<file path="src/rtl/dmem_mmio.sv">
// dmem_mmio: word-addressed data RAM plus a 256-byte MMIO window (LED, synchronised switches, compare timer).
// Define DMEM_MMIO_TIMER_EN to build the MTIME/MTIMECMP/STATUS/CTRL timer; otherwise those offsets read 0.
module dmem_mmio #(
  parameter int          RAM_WORDS = 64,
  parameter logic [31:0] MMIO_BASE = 32'hFFFF_FF00
) (
  input  logic        clk,
  input  logic        reset,
  input  logic        MemWrite,
  input  logic [31:0] Adr,
  input  logic [31:0] WriteData,
  output logic [31:0] ReadData,
  input  logic [7:0]  sw,
  output logic [7:0]  led,
  output logic        timer_irq
);
  localparam int          IDX_W     = $clog2(RAM_WORDS);
  localparam logic [31:0] RAM_BYTES = 32'(RAM_WORDS * 4);

  logic [31:0]      ram_r [RAM_WORDS];
  logic [IDX_W-1:0] idx_s;
  logic             ram_hit_s;
  logic             mmio_hit_s;
  logic [7:0]       off_s;
  logic [7:0]       led_r;
  logic [7:0]       sw_meta_r;
  logic [7:0]       sw_sync_r;
  logic             led_wr_s;
  logic             unused_s;

  assign idx_s      = Adr[IDX_W+1:2];
  assign ram_hit_s  = (Adr < RAM_BYTES);
  assign mmio_hit_s = (Adr[31:8] == MMIO_BASE[31:8]);
  assign off_s      = {Adr[7:2], 2'b00};
  assign led_wr_s   = MemWrite && mmio_hit_s && (off_s == 8'h00);
  assign unused_s   = ^Adr[1:0];
  assign led        = led_r;

  // RAM array: never reset, so a store in a reset cycle still lands.
  always_ff @(posedge clk) begin
    if (MemWrite && ram_hit_s) begin
      ram_r[idx_s] <= WriteData;
    end
  end

  // LED register and two-flop switch synchroniser.
  always_ff @(posedge clk) begin
    if (!reset) begin
      led_r     <= 8'h00;
      sw_meta_r <= 8'h00;
      sw_sync_r <= 8'h00;
    end else begin
      if (led_wr_s) begin
        led_r <= WriteData[7:0];
      end
      sw_meta_r <= sw;
      sw_sync_r <= sw_meta_r;
    end
  end

`ifdef DMEM_MMIO_TIMER_EN
  logic [31:0] mtime_r;
  logic [31:0] mtimecmp_r;
  logic [1:0]  ctrl_r;
  logic        pending_r;
  logic        match_s;
  logic        mtime_wr_s;
  logic        cmp_wr_s;
  logic        status_wr_s;
  logic        ctrl_wr_s;

  assign mtime_wr_s  = MemWrite && mmio_hit_s && (off_s == 8'h08);
  assign cmp_wr_s    = MemWrite && mmio_hit_s && (off_s == 8'h0C);
  assign status_wr_s = MemWrite && mmio_hit_s && (off_s == 8'h10);
  assign ctrl_wr_s   = MemWrite && mmio_hit_s && (off_s == 8'h14);
  assign match_s     = ctrl_r[0] && (mtime_r == mtimecmp_r);
  assign timer_irq   = pending_r;

  // Timer: an MTIME store beats count/reload; a compare hit beats a STATUS clear.
  always_ff @(posedge clk) begin
    if (!reset) begin
      mtime_r    <= 32'd0;
      mtimecmp_r <= 32'hFFFF_FFFF;
      ctrl_r     <= 2'b00;
      pending_r  <= 1'b0;
    end else begin
      if (mtime_wr_s) begin
        mtime_r <= WriteData;
      end else if (match_s && ctrl_r[1]) begin
        mtime_r <= 32'd0;
      end else if (ctrl_r[0]) begin
        mtime_r <= mtime_r + 32'd1;
      end
      if (cmp_wr_s) begin
        mtimecmp_r <= WriteData;
      end
      if (ctrl_wr_s) begin
        ctrl_r <= WriteData[1:0];
      end
      if (match_s) begin
        pending_r <= 1'b1;
      end else if (status_wr_s && WriteData[0]) begin
        pending_r <= 1'b0;
      end
    end
  end
`else
  assign timer_irq = 1'b0;
`endif

  // Load path: RAM, then MMIO window by word offset, else zero.
  always_comb begin
    ReadData = 32'd0;
    if (ram_hit_s) begin
      ReadData = ram_r[idx_s];
    end else if (mmio_hit_s) begin
      case (off_s)
        8'h00:   ReadData = {24'd0, led_r};
        8'h04:   ReadData = {24'd0, sw_sync_r};
`ifdef DMEM_MMIO_TIMER_EN
        8'h08:   ReadData = mtime_r;
        8'h0C:   ReadData = mtimecmp_r;
        8'h10:   ReadData = {31'd0, pending_r};
        8'h14:   ReadData = {30'd0, ctrl_r};
`endif
        default: ReadData = 32'd0;
      endcase
    end else begin
      ReadData = 32'd0;
    end
  end
endmodule

</file>
<file path="config.mk">
export PLATFORM = sky130hd
export DESIGN_NAME = dmem_mmio
export DESIGN_NICKNAME = d
export VERILOG_FILES = /design/src/rtl/dmem_mmio.sv
export SDC_FILE = /design/constraint.sdc
export NUM_CORES = 2
export LEC_CHECK = 0
export CAP_MARGIN = 20
export CELL_PAD_IN_SITES_DETAIL_PLACEMENT = 2
export CELL_PAD_IN_SITES_GLOBAL_PLACEMENT = 2
export CORE_MARGIN = 1.5
export CORE_UTILIZATION = 35
export CTS_BUF_LIST = sky130_fd_sc_hd__clkbuf_4
export DETAILED_ROUTE_END_ITERATION = 10
export GPL_ROUTABILITY_DRIVEN = 0
export PLACE_DENSITY = 0.55
export SETUP_SLACK_MARGIN = 0.4
export SLEW_MARGIN = 25
export SYNTH_ARGS = -nofsm -noshare
export SYNTH_HDL_FRONTEND = slang
export SYNTH_SLANG_ARGS = --single-unit
</file>
<file path="constraint.sdc">
create_clock -name clk -period 7.04 [get_ports clk]
set_clock_uncertainty 0.2 [all_clocks]
set_input_delay 0.704 -clock clk [delete_from_list [all_inputs] [get_ports clk]]
set_output_delay 0.704 -clock clk [all_outputs]
set_load 0.03 [all_outputs]
</file>
==> flow_metrics.tcl <==
set metrics [dict create \
    crit_type "primary input to output pin" \
    ir_drop_mv 0.1632 \
    pwr_density_cell_nw_per_um2 274.0 \
    synthXorXnorAreaFrac_pct 0 \
    groute.usage.overall_pct 20.48 \
    syn_to_final_growth_pct 16.30 \
    layout_commonest_cell "edfxtp_1" \
    max-cap-violations 0 \
    rsz0062_at_grt "no" \
    clk_latency_ns 1.36 \
    ant_nets 0 \
    setup_viol 0 \
    post-route-period-util_pct 84.93 \
    crit_required_ns 6.14 \
    initial_core_util_pct 35.30 \
    yosysSeqAreaShare_pct 77.91 \
    synth_compound_area_share_pct 2.125 \
    synth_top_family_by_area "multiplexers" \
    drc 0 \
    ys_warn_count 0 \
    dieArea_um2 230200 \
    firstDrtPassIters 7 \
    hpwl_um 130800 \
    hp-class "flip-flop to flip-flop" \
    cts.path.max_buffers 4 \
    drive_gt1_share_pct 36.82 \
    core_area_um2 225300 \
    wirelength_um 235000 \
    cts_sinks 2072 \
    ys_types 42 \
    final_cell_mix "edfxtp_1 (2048), clkbuf_4 (857), mux4_2 (494)" \
    synth_cells 3483 \
    numCtsBuffers 575 \
    grt_pass1_vias 44754 \
    antenna_found_initial 15 \
    max_freq_mhz 167.2 \
    synthMuxAreaShare_pct 17.16 \
    setup_slack_ns 1.061 \
    ys_seq_elements 2072 \
    power_leakage_nw 29.67 \
    num_rows 174 \
    vias 40007 \
    via_per_inst 5.294 \
    overflow 0 \
    slew_headroom_pct 29.76 \
    min_period_ns 5.979 \
    dieWidth_um 479.7 \
    cts-resized-gates 0 \
    async_flop_share_pct 0 \
    synth_edf_count 2048 \
    grt_max_degree 90 \
    cts-root-buf "clkbuf_4" \
    drt-initial-drc-count 3365 \
    worst_pin_slew_ns 1.054 \
    io_pins 116 \
    endpoint_kind "output pin" \
    cts_tree "done" \
    h-tree-depth 6 \
    ys.flop_type "edfxtp_1" \
    wire_per_inst_um 31.10 \
    layout.nets 4257 \
    synth-simple-area-share_pct 1.483 \
    fillers 20993 \
    hold_viol_final 0 \
    cts_setup_buffers 0 \
    syn_area_um2 79550 \
    ctsHoldBuffers 42 \
    clk_pin_slew_ns 0.06 \
    die_y_um 479.7 \
    syn_nets 3558 \
    crit_path_start_kind "primary input" \
    grt_pass1_wl_um 333900 \
    place_ws_ns 1.383 \
    status "finished, final reports clean" \
    synthAdderAreaFrac_pct 0 \
    syn_area_per_cell_um2 22.84 \
    worstPathArrival_ns 5.08 \
    io_buffer_count 112 \
    worstPathMaxFanout 32 \
    setup_tns_ns 0 \
    slew_violations 0 \
]
## synthesized netlist by cell type (all sizes together), types with 18 or more instances
library cell  instances  share of area (%)
edfxtp             2048                 77
mux4                494                 14
mux2i               239                3.0
a22oi               138                1.3
buf                 138               0.99
nor2                 70               0.34
clkbuf               67               0.32
a21oi                29               0.18
nand2                29               0.14
o211ai               26               0.25
dfxtp                24               0.60
and2                 20               0.16
nor4                 20               0.16
nand4                19               0.16
nand3                18               0.11
nor2b                18               0.14
## path summary, 6_finish.rpt
check             slack [ns]  cells past startpoint          from            to
setup / recovery        1.06                      8        Adr[5]  ReadData[25]
hold / removal          0.23                      1  sw_meta_r[1]  sw_sync_r[1]
setup reg to reg        5.99                      2        led[0]        led[0]
hold reg to reg         0.23                      1  sw_meta_r[1]  sw_sync_r[1]
## stage by stage
stage          total power (W)  hold WS, ns  utilization (%)  instances  instance area (µm²)
5_1_grt                0.02641       0.1743            41.06       7556                92520
2_1_floorplan          0.01443       0.2119                -       3483                79550
3_5_place_dp           0.01496       0.2220            37.80       6555                85160
4_1_cts                0.02579      0.09202            41.05       7552                92510
6_report               0.02535       0.2338            41.06       7557                92520
3_3_place_gp           0.01494       0.2272            37.80       6555                85160
## report_power, final
part	switching (W)	leakage, nW	internal (W)
combinational	0.000719	6.89	0.000424
sequential	0.000000944	18.6	0.0136
clock	0.00500	4.19	0.00566
## kinds of logic (layout without fill, tap and decap cells)
group	after synthesis	after routing
other	1	6
buffers and inverters	206	1283
and+or+nand+nor	229	229
DFF	2072	2072
AOI/OAI and AO/OA	230	230
muxes	745	745
## registers in the layout, summed over array words and instances (netlist names)
| signal | flops |
|---|---|
| ram_r | 2048 |
| sw_sync_r | 8 |
| led | 8 |
| sw_meta_r | 8 |
## critical path, stage by stage
cell and delay (ns):
dlygate4sd3_1 0.53, buf_4 0.49, buf_4 0.43, and2_1 0.68
a22oi_1 0.21, a31oi_1 0.81, o211a_1 0.40, clkdlybuf4s50_1 0.74
## layer usage
metal	wire length, µm	track usage [%]	vias up
li1	-	-	16600
met1	103600	27.95	21925
met3	12420	4.184	281
met5	13	0	-
met4	3706	5.369	2
met2	115300	33.45	1199
## area by class of cell
type | instances | area [µm²] | area share, %
sequential | 2072 | 61980 | 66.99
multi-input combinational | 1205 | 16990 | 18.36
clock buffer | 857 | 6434 | 6.954
tap | 2992 | 3744 | 4.046
timing repair buffer | 327 | 2870 | 3.102
clock inverter | 98 | 489.2 | 0.5288
antenna | 5 | 12.51 | 0.01352
inverter | 1 | 3.754 | 0.004057
No activity file was read; power rests on OpenSTA's default activity.
